--- src/rtl/seq_multiplier_4x4.sv ---
// seq_multiplier_4x4 -- 4x4 unsigned shift-and-add multiplier with
// valid/ready handshakes on both sides.
//
// Ports:
//   clk        in   1  clock, all state updates on the rising edge
//   reset      in   1  synchronous, active-high
//   in_valid   in   1  operand pair on a/b is valid
//   in_ready   out  1  block can accept an operand pair (IDLE only)
//   a          in   4  unsigned multiplicand
//   b          in   4  unsigned multiplier
//   out_valid  out  1  product is valid (DONE only)
//   out_ready  in   1  downstream accepts the product
//   product    out  8  unsigned a*b, held until the output handshake
//   busy       out  1  high whenever the FSM is not IDLE
//
// Also contains ripple_carry_adder_4_bit, the shared 4-bit adder used for
// every partial-product addition.

// ripple_carry_adder_4_bit -- plain 4-bit ripple-carry adder.
// Ports: a, b (4-bit addends), carry_in, out (4-bit sum), carry_out.
module ripple_carry_adder_4_bit (
  input  logic [3:0] a,
  input  logic [3:0] b,
  input  logic       carry_in,
  output logic [3:0] out,
  output logic       carry_out
);

  logic [4:0] carry;

  always_comb begin
    carry    = '0;
    out      = '0;
    carry[0] = carry_in;
    for (int unsigned i = 0; i < 4; i++) begin
      out[i]       = a[i] ^ b[i] ^ carry[i];
      carry[i + 1] = (a[i] & b[i]) | (carry[i] & (a[i] ^ b[i]));
    end
    carry_out = carry[4];
  end

endmodule

module seq_multiplier_4x4 (
  input  logic       clk,
  input  logic       reset,
  input  logic       in_valid,
  output logic       in_ready,
  input  logic [3:0] a,
  input  logic [3:0] b,
  output logic       out_valid,
  input  logic       out_ready,
  output logic [7:0] product,
  output logic       busy
);

  typedef enum logic [1:0] {
    IDLE = 2'd0,
    RUN  = 2'd1,
    DONE = 2'd2
  } state_t;

  state_t     state;
  state_t     next_state;

  logic [3:0] mcand;
  logic [3:0] acc;
  logic [3:0] mplier;
  logic [1:0] cnt;
  logic [7:0] product_q;

  logic [3:0] add_out;
  logic       add_carry;
  logic [4:0] sum;
  logic [7:0] shifted;

  ripple_carry_adder_4_bit u_adder (
    .a         (acc),
    .b         (mcand),
    .carry_in  (1'b0),
    .out       (add_out),
    .carry_out (add_carry)
  );

  // Partial-product step: add the multiplicand only when the current
  // multiplier LSB is set, then shift {sum, mplier} right by one.
  always_comb begin
    sum     = mplier[0] ? {add_carry, add_out} : {1'b0, acc};
    shifted = {sum, mplier[3:1]};
  end

  always_ff @(posedge clk) begin
    if (reset) begin
      state <= IDLE;
    end else begin
      state <= next_state;
    end
  end

  always_comb begin
    next_state = state;
    in_ready   = 1'b0;
    out_valid  = 1'b0;
    busy       = 1'b1;
    case (state)
      IDLE: begin
        in_ready = 1'b1;
        busy     = 1'b0;
        if (in_valid) begin
          next_state = RUN;
        end
      end
      RUN: begin
        if (cnt == 2'd3) begin
          next_state = DONE;
        end
      end
      DONE: begin
        out_valid = 1'b1;
        if (out_ready) begin
          next_state = IDLE;
        end
      end
      default: begin
        next_state = IDLE;
      end
    endcase
  end

  always_ff @(posedge clk) begin
    if (reset) begin
      mcand     <= '0;
      acc       <= '0;
      mplier    <= '0;
      cnt       <= '0;
      product_q <= '0;
    end else begin
      case (state)
        IDLE: begin
          if (in_valid) begin
            mcand  <= a;
            mplier <= b;
            acc    <= '0;
            cnt    <= '0;
          end
        end
        RUN: begin
          acc    <= shifted[7:4];
          mplier <= shifted[3:0];
          cnt    <= cnt + 2'd1;
          if (cnt == 2'd3) begin
            product_q <= shifted;
          end
        end
        default: begin
        end
      endcase
    end
  end

  assign product = product_q;

endmodule

--- config.mk ---
export PLATFORM = sky130hd
export DESIGN_NAME = seq_multiplier_4x4
export DESIGN_NICKNAME = d
export VERILOG_FILES = /design/src/rtl/seq_multiplier_4x4.sv
export SDC_FILE = /design/constraint.sdc
export NUM_CORES = 1
export LEC_CHECK = 0
export CORE_MARGIN = 8
export CORE_UTILIZATION = 35
export DETAILED_ROUTE_END_ITERATION = 8
export PLACE_DENSITY = 0.62
export SYNTH_ARGS = -nofsm -noshare
export SYNTH_HDL_FRONTEND = slang
export SYNTH_SLANG_ARGS = --single-unit
export TNS_END_PERCENT = 30
--- constraint.sdc ---
create_clock -name clk -period 2.15 [get_ports clk]
set_clock_uncertainty 0.15 [all_clocks]
set_input_delay 0.43 -clock clk [delete_from_list [all_inputs] [get_ports clk]]
set_output_delay 0.43 -clock clk [all_outputs]
set_load 0.02 [all_outputs]
==> impl_metrics.py, run 1 <==
metrics = {
    "synthesis": {
        "yosys.area.top_type_share": 0.434,
        "post-synth-top-count-cell": "dfxtp_1",
        "syn_area_um2": 1110,
        "ys.flop_type": "dfxtp_1",
        "syn_avg_cell_area_um2": 8.79,
        "postSynthNetCount": 143,
        "synth_edf_count": 0,
        "synth_warnings": 0,
        "yosys-top-cells-count": "24 x dfxtp_1, 23 x nand2_1, 16 x a21oi_1",
        "yosysUniqueCellTypes": 33,
        "post_synth_main_area_contributors": "dfxtp_1 43%, nand2_1 7.8%, a21oi_1 7.2%",
        "async_reset_ff_frac": 0,
        "synthCells": 126,
        "yosysTopAreaCell": "dfxtp_1",
        "synth-seq-cells": 24,
        "seq_area_frac_synth": 0.434,
    },
    "placed_design": {
        "place_ws_ps": -79.8,
        "dp_hpwl_um": 1780,
        "placed_cell_area_um2": 1400,
        "placement.io_buffers": 22,
        "place_inst": 191,
        "globalplace.congestion": 0.755,
    },
    "floorplan": {
        "initial_utilization": 0.366,
        "coreArea_um2": 3030,
        "die_w_um": 72.2,
        "ios": 23,
        "fp.dieH_um": 72.2,
        "rows": 20,
        "die_area_um2": 5220,
    },
    "sta": {
        "setup_violations": 1,
        "setup_ws_ps": -58.9,
        "rsz0062_at_grt": "yes",
        "fmax_mhz": 453,
        "maxSlewViolCount": 0,
        "worstMarginPinSlew_ps": 614,
        "finalCritPeriodShare": 1.03,
        "maxSlewHeadroom": 0.590,
        "hold_violations": 0,
        "period_needed_ps": 2210,
    },
    "final_layout": {
        "area_growth_pct": 29.7,
        "drive_gt1_frac": 0.139,
        "fin_util": 0.474,
        "postLayoutCellArea_um2": 1440,
        "fin_nets": 169,
        "instances_no_fill": 195,
        "num_antenna_cells": 0,
    },
    "pwr": {
        "netSwitchingPower_mw": 0.213,
        "power_frac_comb": 0.139,
        "total_power_mw": 0.838,
        "p_int_mw": 0.625,
        "pwr-share-clk": 0.294,
        "pwr_density_cell_nw_per_um2": 583,
        "leakage_nw": 0.546,
        "power.share.switching": 0.254,
        "ir_worst_vdd_v": 0.000217,
        "pwr-share-seq": 0.567,
    },
    "cts": {
        "root_buffer": "clkbuf_4",
        "cts_setup_buffers": 0,
        "clk_latency_ps": 330,
        "clkSinkCount": 24,
        "cts_buffer_depth": 2,
        "cts.clk_slew.worst_paths_ps": 140,
        "hold_buffers": 0,
        "cts_htree_levels": 1,
        "cts-buffers-inserted": 3,
        "cts_tree": "yes",
    },
    "setup_path": {
        "crit_type": "flip-flop to flip-flop",
        "start_kind": "flip-flop",
        "max_stage_delay_ps": 400,
        "cpLargestDelayFamily": "adder cells",
        "crit_top_cell": "fa_1",
        "slowest_stage": "fa_1",
        "cp.required_ps": 2230,
        "critPathBufInv": 2,
        "critical_path.max_fanout": 2,
        "end_kind": "flip-flop",
        "crit_chain": "ha_1, inv_2, fa_1, inv_1, fa_2, fa_1, mux2i_1, o2bb2ai_1, nor2b_1",
        "critical_path_arrival_ps": 2290,
    },
    "routing": {
        "vias": 918,
        "drt.antenna.violating_nets": 0,
        "drt-total-wl_um": 2380,
        "wl_per_cell_um": 12.2,
        "dr.first_iter.drc_count": 52,
        "viasPerCell": 4.71,
        "drc_errors": 0,
        "dr.pass1.iters": 4,
    },
    "global_routing": {
        "grt_max_degree": 18,
        "antenna_found_initial": 0,
        "overflow": 0,
        "grt_pass1_wl_um": 4250,
        "grt.total_usage": 0.101,
        "grt_pass1_vias": 960,
    },
    "hold_path": {
        "hold_path_class": "flip-flop to flip-flop",
    },
    "run_status": {
        "outcome": "finished, violations left",
        "failed_checks": "negative setup slack",
    },
    "flow_run": {
        "drv_cap": 0,
    },
}
-- worst paths after layout --
kind | from | endpoint | slack, ps | cells past startpoint
worst min-delay path | product[4]$_SDFFE_PP0P_ | product[4]$_SDFFE_PP0P_ | 310 | 2
worst max-delay path | mcand[0]$_SDFFE_PP0P_ | acc[2]$_SDFFE_PP0P_ | -60 | 9
worst max register to register | mcand[0]$_SDFFE_PP0P_ | acc[2]$_SDFFE_PP0P_ | -60 | 9
worst min register to register | product[4]$_SDFFE_PP0P_ | product[4]$_SDFFE_PP0P_ | 310 | 2
-- layout make-up --
cell class | count | area, um^2
clock buffers | 4 | 36.3
fillers | 297 | 1590
inverters | 8 | 30.0
multi-input cells | 85 | 542
flip-flops and latches | 24 | 483
well taps | 44 | 55.1
repair buffers | 30 | 290
-- logic make-up (layout without fill, tap and decap cells) --
group | count (synthesis) | count (layout) | share of synthesized area
AO/OA/AOI/OAI | 30 | 30 | 0.176
adder cells (fa/ha/maj) | 5 | 5 | 0.0768
buffers and inverters | 17 | 42 | 0.0791
flip-flops | 24 | 24 | 0.434
multiplexers | 4 | 4 | 0.0373
AND/OR/NAND/NOR | 46 | 46 | 0.197
-- layer usage --
layer,vias up,routed length (um),global-route usage
met2,25,961,0.145
met5,-,0,0
met1,415,1190,0.129
li1,473,-,-
met4,0,68,0.0748
met3,5,161,0.0220
-- metrics by stage --
| step | setup TNS [ps] | hold WS [ps] |
|---|---|---|
| 2_1_floorplan | 0 | 286 |
| 3_3_place_gp | -30.3 | 291 |
| 3_5_place_dp | -88.3 | 297 |
| 4_1_cts | -52.6 | 316 |
| 5_1_grt | -324 | 333 |
| 6_report | -58.9 | 311 |
-- power by group through the flow --
stage	Clock, mW	Combinational, mW	Sequential (mW)
floorplan	0	0.0765	0.479
global placement	0	0.118	0.484
detailed placement	0	0.119	0.485
CTS	0.254	0.118	0.476
global route	0.276	0.129	0.479
finish	0.246	0.117	0.475
-- timing repair --
| action | 4_1_cts | 5_1_grt |
|---|---|---|
| cloned | 0 | 0 |
| endpoints found under the setup margin | 4 | 3 |
| pin swaps | 1 | 0 |
| resized for setup | 5 | 1 |
-- worst register-to-register path, cell delays in order (launching register included) --
cell and delay (ps):
dfxtp_2 350, ha_1 160, inv_2 40, fa_1 340, inv_1 80, fa_2 190
fa_1 400, mux2i_1 210, o2bb2ai_1 80, nor2b_1 130
-- sequential cells by signal, summed over array words and instances, names as in the netlist --
register and cells:
state 2, mcand 4, cnt 2, mplier 4, acc 4, product 8
-- cells in the final DEF, fill, tap and decap left out, drive strengths merged --
master         netlist  final
dfxtp               24     24
nand2               23     23
clkdlybuf4s50        0     20
a21oi               16     16
inv                  8      8
nor2                 8      8
buf                  7      8
clkbuf               2      4
nor2b                3      3
nand2b               3      3
a221oi               3      3
mux2i                3      3
fa                   3      3
nand3                2      2
nand3b               2      2
o211ai               2      2
a211oi               2      2
ha                   2      2
dlygate4sd2          0      2
or2                  1      1
mux2                 1      1
o21bai               1      1
a22oi                1      1
and3b                1      1
nor3                 1      1
nor3b                1      1
or3b                 1      1
a32oi                1      1
o21ai                1      1
o21ba                1      1
o21a                 1      1
o2bb2ai              1      1
No activity file was read; power rests on OpenSTA's default activity.
==> run 2: changes to the inputs <==
- CORE_MARGIN: 8 -> not set
- PLACE_DENSITY: 0.62 -> 0.6
- clock period: 2.15 -> 2.3 ns (I/O delays scaled with it)
==> run 2 against run 1 <==
  * First-iteration DRC count down 42%
  * Sequential power down 5.9%
  * Via count rose by 0.44%
  * The flow now finishes without violations
  * Total power decreased by 8.3%
  * Critical path depth unchanged
  * Worst hold slack improved by 1.9 ps
  * Global-route usage increased by 4.6 points
  * Largest cell class unchanged
  * Sequential share of layout area rose by 1.4 points
  * Core utilization decreased by 1.8 points
  * Routed wire length down 5.7%
==> impl_metrics.py, run 2 (same netlist as run 1, synthesis figures left out) <==
metrics = {
    "routing": {
        "wl_met3_um": 72,
        "drt-total-wl_um": 2250,
        "viasPerCell": 4.88,
        "wl_met2_um": 1030,
        "drc_errors": 0,
        "drt-met1-wl_um": 1100,
        "routed.top_layer": "met4",
        "vias": 922,
        "dr.pass1.iters": 4,
        "drt.antenna.violating_nets": 0,
        "wl_per_cell_um": 11.9,
        "dr.first_iter.drc_count": 30,
    },
    "final_layout": {
        "area_growth_pct": 24.7,
        "instances_no_fill": 189,
        "num_antenna_cells": 0,
        "drive_gt1_frac": 0.103,
        "fin_util": 0.456,
        "fillCellCount": 314,
        "largest_reg_flops": 8,
        "fin_nets": 163,
        "mostFrequentLayoutCells": "23 x nand2_1, 21 x dfxtp_1, 21 x clkdlybuf4s50_1",
        "layout_commonest_cell": "nand2_1",
    },
    "setup_path": {
        "r2r_end": "acc[2]$_SDFFE_PP0P_",
        "ff2ff_path_depth": 9,
        "critical_path_arrival_ps": 2300,
        "end_kind": "flip-flop",
        "crit_type": "flip-flop to flip-flop",
        "ff2ff_setup_slack_ps": 80,
        "cp.required_ps": 2380,
        "r2r-start": "acc[0]$_SDFFE_PP0P_",
        "critical_path.max_fanout": 3,
        "start_kind": "flip-flop",
    },
    "pwr": {
        "power.share.switching": 0.251,
        "power_frac_comb": 0.126,
        "pwr-share-seq": 0.582,
        "pwr_density_cell_nw_per_um2": 556,
        "ir_worst_vdd_v": 0.000230,
        "leakage_nw": 0.505,
        "pwr-share-clk": 0.292,
        "p_int_mw": 0.576,
        "netSwitchingPower_mw": 0.193,
        "total_power_mw": 0.768,
    },
    "flow_run": {
        "drv_cap": 0,
    },
    "global_routing": {
        "grt_max_degree": 14,
        "overflow": 0,
        "grt_pass1_wl_um": 3730,
        "grt.total_usage": 0.148,
        "grt_pass1_vias": 799,
        "antenna_found_initial": 0,
    },
    "placed_design": {
        "place_inst": 185,
        "place_ws_ps": 77.2,
        "placement.io_buffers": 22,
        "dp_hpwl_um": 1560,
        "globalplace.congestion": 0.722,
    },
    "sta": {
        "maxSlewViolCount": 0,
        "maxSlewHeadroom": 0.579,
        "setup_ws_ps": 80.3,
        "rsz0062_at_grt": "yes",
        "worstMarginPinSlew_ps": 630,
        "hold_violations": 0,
        "setup_violations": 0,
        "finalCritPeriodShare": 0.965,
        "fmax_mhz": 451,
        "period_needed_ps": 2220,
    },
    "floorplan": {
        "fp.dieH_um": 58.2,
        "initial_utilization": 0.366,
        "coreArea_um2": 3030,
        "die_area_um2": 3390,
        "rows": 20,
        "ios": 23,
        "die_w_um": 58.2,
    },
    "cts": {
        "cts.clk_slew.worst_paths_ps": 130,
        "cts-buffers-inserted": 3,
        "cts_htree_levels": 1,
        "clk_latency_ps": 320,
        "root_buffer": "clkbuf_4",
        "cts_tree": "yes",
        "clkSinkCount": 24,
        "cts_buffer_depth": 2,
        "hold_buffers": 0,
    },
    "hold_path": {
        "whs_path_depth": 2,
        "hold_path_class": "flip-flop to flip-flop",
        "min-delay-start": "product[2]$_SDFFE_PP0P_",
        "min_to": "product[2]$_SDFFE_PP0P_",
    },
    "run_status": {
        "outcome": "finished, final reports clean",
    },
}
[run 2: how the worst max path moves through the flow]
stage	to	startpoint	slack [ps]
3_5_place_dp	acc[2]$_SDFFE_PP0P_	mcand[0]$_SDFFE_PP0P_	80
2_1_floorplan	acc[2]$_SDFFE_PP0P_	mcand[0]$_SDFFE_PP0P_	170
6_report	acc[2]$_SDFFE_PP0P_	acc[0]$_SDFFE_PP0P_	80
3_3_place_gp	acc[2]$_SDFFE_PP0P_	mcand[0]$_SDFFE_PP0P_	130
4_1_cts	acc[2]$_SDFFE_PP0P_	mcand[0]$_SDFFE_PP0P_	30
5_1_grt	acc[2]$_SDFFE_PP0P_	acc[0]$_SDFFE_PP0P_	-10
[run 2: critical path, cell delays in order (launching register included)]
cell and delay, ps:
dfxtp_2 360, ha_1 140, inv_1 50, fa_1 350, inv_1 80, fa_2 190, fa_1 420, mux2i_1 200
o2bb2ai_1 80, nor2b_1 130
[run 2: final cells by class]
type                       instances  area (um^2)  share of cell area
multi-input combinational         85          542               0.392
sequential                        24          484               0.351
timing repair buffer              24          234               0.169
tap                               44         55.1              0.0399
clock buffer                       4         36.3              0.0263
inverter                           8         30.0              0.0217
[run 2: layer usage]
layer / vias up / global-route usage
met2: 28 / 0.227
met5: - / 0
met4: 0 / 0.0714
met1: 427 / 0.203
li1: 463 / -
met3: 4 / 0.0223
[run 2: power by group through the flow]
| stage | clock [mW] | combinational (mW) | sequential (mW) |
|---|---|---|---|
| final | 0.224 | 0.0970 | 0.447 |
| after detailed placement | 0 | 0.0976 | 0.456 |
| after CTS | 0.234 | 0.0974 | 0.447 |
| after global routing | 0.248 | 0.107 | 0.450 |
| after global placement | 0 | 0.0963 | 0.456 |
| after floorplan | 0 | 0.0715 | 0.447 |
[run 2: what timing repair did]
item                                    in CTS  in global routing
setup buffers                                0                  0
endpoints found under the setup margin       1                  3
gates resized for setup                      1                  4
endpoints found under the hold margin        0                  0
pin swaps                                    0                  1
[run 2: per-stage QoR]
stage	setup TNS (ps)	hold WS, ps	area [um^2]
global route	-14.7	331	1380
detailed placement	0	298	1340
finish	0	313	1380
CTS	0	316	1380
global placement	0	292	1340
floorplan	0	286	1110
==> run 3: changes to the inputs <==
- PLACE_DENSITY: 0.6 -> not set
- PLACE_DENSITY_LB_ADDON: not set -> 0.3
==> run 3 against run 2 <==
  * Maximum frequency shrank 2.9%
  * Clock power grew 39%
  * Routed wire length grew 4.4%
  * Global-route usage grew 0.82 points
  * Largest power group unchanged
  * Non-clock buffer count is the same
  * Largest cell class unchanged
==> impl_metrics.py, run 3 (same netlist as run 1, synthesis figures left out) <==
metrics = {
    "sta": {
        "worstMarginPinSlew_ps": 651,
        "whs_ps": 315,
        "final.setup.tns_ps": 0,
        "setup_ws_ps": 13.9,
        "maxSlewViolCount": 0,
        "period_needed_ps": 2290,
        "finalCritPeriodShare": 0.994,
        "hold_violations": 0,
        "fmax_mhz": 437,
        "setup_violations": 0,
        "maxSlewHeadroom": 0.565,
        "rsz0062_at_grt": "yes",
    },
    "pwr": {
        "pwr-share-clk": 0.362,
        "netSwitchingPower_mw": 0.202,
        "pwr_density_cell_nw_per_um2": 613,
        "ir_worst_vdd_v": 0.000362,
        "leakage_nw": 0.511,
        "pwr-share-seq": 0.523,
        "power.share.switching": 0.235,
        "power_frac_comb": 0.115,
        "p_int_mw": 0.657,
    },
    "setup_path": {
        "cp-startpoint": "state[1]$_SDFFE_PP0P_",
        "r2r_end": "acc[2]$_SDFFE_PP0P_",
        "cp.required_ps": 1690,
        "crit_end": "out_valid",
        "end_kind": "output pin",
        "ff2ff_path_depth": 9,
        "r2r-start": "mcand[0]$_SDFFE_PP0P_",
        "critical_path_arrival_ps": 1680,
        "critical_path.max_fanout": 11,
        "start_kind": "flip-flop",
        "crit_type": "flip-flop to output pin",
        "ff2ff_setup_slack_ps": 60,
    },
    "floorplan": {
        "die_w_um": 58.2,
        "initial_utilization": 0.366,
        "die_area_um2": 3390,
        "coreArea_um2": 3030,
        "rows": 20,
        "fp.dieH_um": 58.2,
        "ios": 23,
    },
    "global_routing": {
        "grt_pass1_wl_um": 3990,
        "grt.total_usage": 0.156,
        "antenna_found_initial": 0,
        "grt_max_degree": 25,
        "grt_pass1_vias": 879,
        "overflow": 0,
    },
    "cts": {
        "clkSinkCount": 24,
        "cts_tree": "yes",
        "cts_htree_levels": 1,
        "hold_buffers": 0,
        "cts_setup_buffers": 0,
        "cts.clk_slew.worst_paths_ps": 140,
        "cts-buffers-inserted": 3,
        "clk_latency_ps": 330,
        "cts_buffer_depth": 2,
        "root_buffer": "clkbuf_4",
    },
    "run_status": {
        "outcome": "finished, final reports clean",
    },
    "final_layout": {
        "instances_no_fill": 189,
        "area_growth_pct": 26.6,
        "mostFrequentLayoutCells": "23 x nand2_1, 21 x dfxtp_1, 21 x clkdlybuf4s50_1",
        "fin_nets": 163,
        "fillCellCount": 301,
        "num_antenna_cells": 0,
        "drive_gt1_frac": 0.110,
        "postLayoutCellArea_um2": 1400,
        "largest_reg_flops": 8,
        "layout_commonest_cell": "nand2_1",
    },
    "placed_design": {
        "globalplace.congestion": 0.760,
        "place_inst": 185,
        "dp_hpwl_um": 1620,
        "place_ws_ps": 50.8,
        "placement.io_buffers": 22,
        "placed_cell_area_um2": 1340,
    },
    "routing": {
        "drt.antenna.violating_nets": 0,
        "dr.pass1.iters": 4,
        "drt-total-wl_um": 2350,
        "dr.first_iter.drc_count": 24,
        "wl_per_cell_um": 12.4,
        "viasPerCell": 4.83,
        "vias": 913,
        "drc_errors": 0,
    },
    "hold_path": {
        "hold_path_class": "flip-flop to flip-flop",
    },
    "flow_run": {
        "drv_cap": 0,
    },
}
## run 3: cell types whose count changed in the layout (fill, tap and decap cells not counted)
cell       delta
bufinv_16     +1
clkbuf_8      -1
mux2i_1       -1
mux2i_2       +1
## run 3: power groups by stage
| stage | clock, mW | sequential [mW] | combinational [mW] |
|---|---|---|---|
| finish | 0.311 | 0.449 | 0.0985 |
| global route | 0.339 | 0.452 | 0.109 |
| CTS | 0.320 | 0.448 | 0.0982 |
| detailed placement | 0 | 0.457 | 0.0982 |
| global placement | 0 | 0.456 | 0.0961 |
| floorplan | 0 | 0.447 | 0.0715 |
## run 3: worst min path at each step
stage / start / cells past startpoint / to / slack [ps]
after global routing: product[7]$_SDFFE_PP0P_ / 2 / product[7]$_SDFFE_PP0P_ / 340
after CTS: product[4]$_SDFFE_PP0P_ / 2 / product[4]$_SDFFE_PP0P_ / 320
after detailed placement: product[4]$_SDFFE_PP0P_ / 2 / product[4]$_SDFFE_PP0P_ / 300
after floorplan: mcand[1]$_SDFFE_PP0P_ / 2 / mcand[1]$_SDFFE_PP0P_ / 290
after global placement: product[0]$_SDFFE_PP0P_ / 2 / product[0]$_SDFFE_PP0P_ / 290
final: product[4]$_SDFFE_PP0P_ / 2 / product[4]$_SDFFE_PP0P_ / 310
## run 3: worst max-delay path: stages (launching register included)
cell,delay [ps]
dfxtp_1,510
nor2b_1,220
clkdlybuf4s50_1,630
## run 3: final cells by class
| cell class | count | area (um^2) | area share |
|---|---|---|---|
| Multi-Input combinational cell | 85 | 546 | 0.389 |
| Clock buffer | 3 | 22.5 | 0.0161 |
| Clock inverter | 1 | 30.0 | 0.0214 |
| Inverter | 8 | 30.0 | 0.0214 |
| Tap cell | 44 | 55.1 | 0.0393 |
| Sequential cell | 24 | 484 | 0.346 |
| Timing Repair Buffer | 24 | 234 | 0.167 |
## run 3: what timing repair did
item | in CTS | in global routing
pin swaps | 1 | 0
endpoints found under the setup margin | 2 | 5
resized for setup | 2 | 4
## run 3: stage by stage
step                       util  total power, mW
after floorplan               -            0.519
after global placement    0.443            0.552
after detailed placement  0.443            0.555
after CTS                 0.460            0.867
after global routing      0.463            0.900
final                     0.463            0.858
## run 3: per-layer routing
metal,track usage,vias to the layer above,share of wire
li1,-,459,-
met1,0.204,426,0.49
met2,0.245,24,0.45
met3,0.0402,4,0.043
met4,0.0646,0,0.013
met5,0,-,0
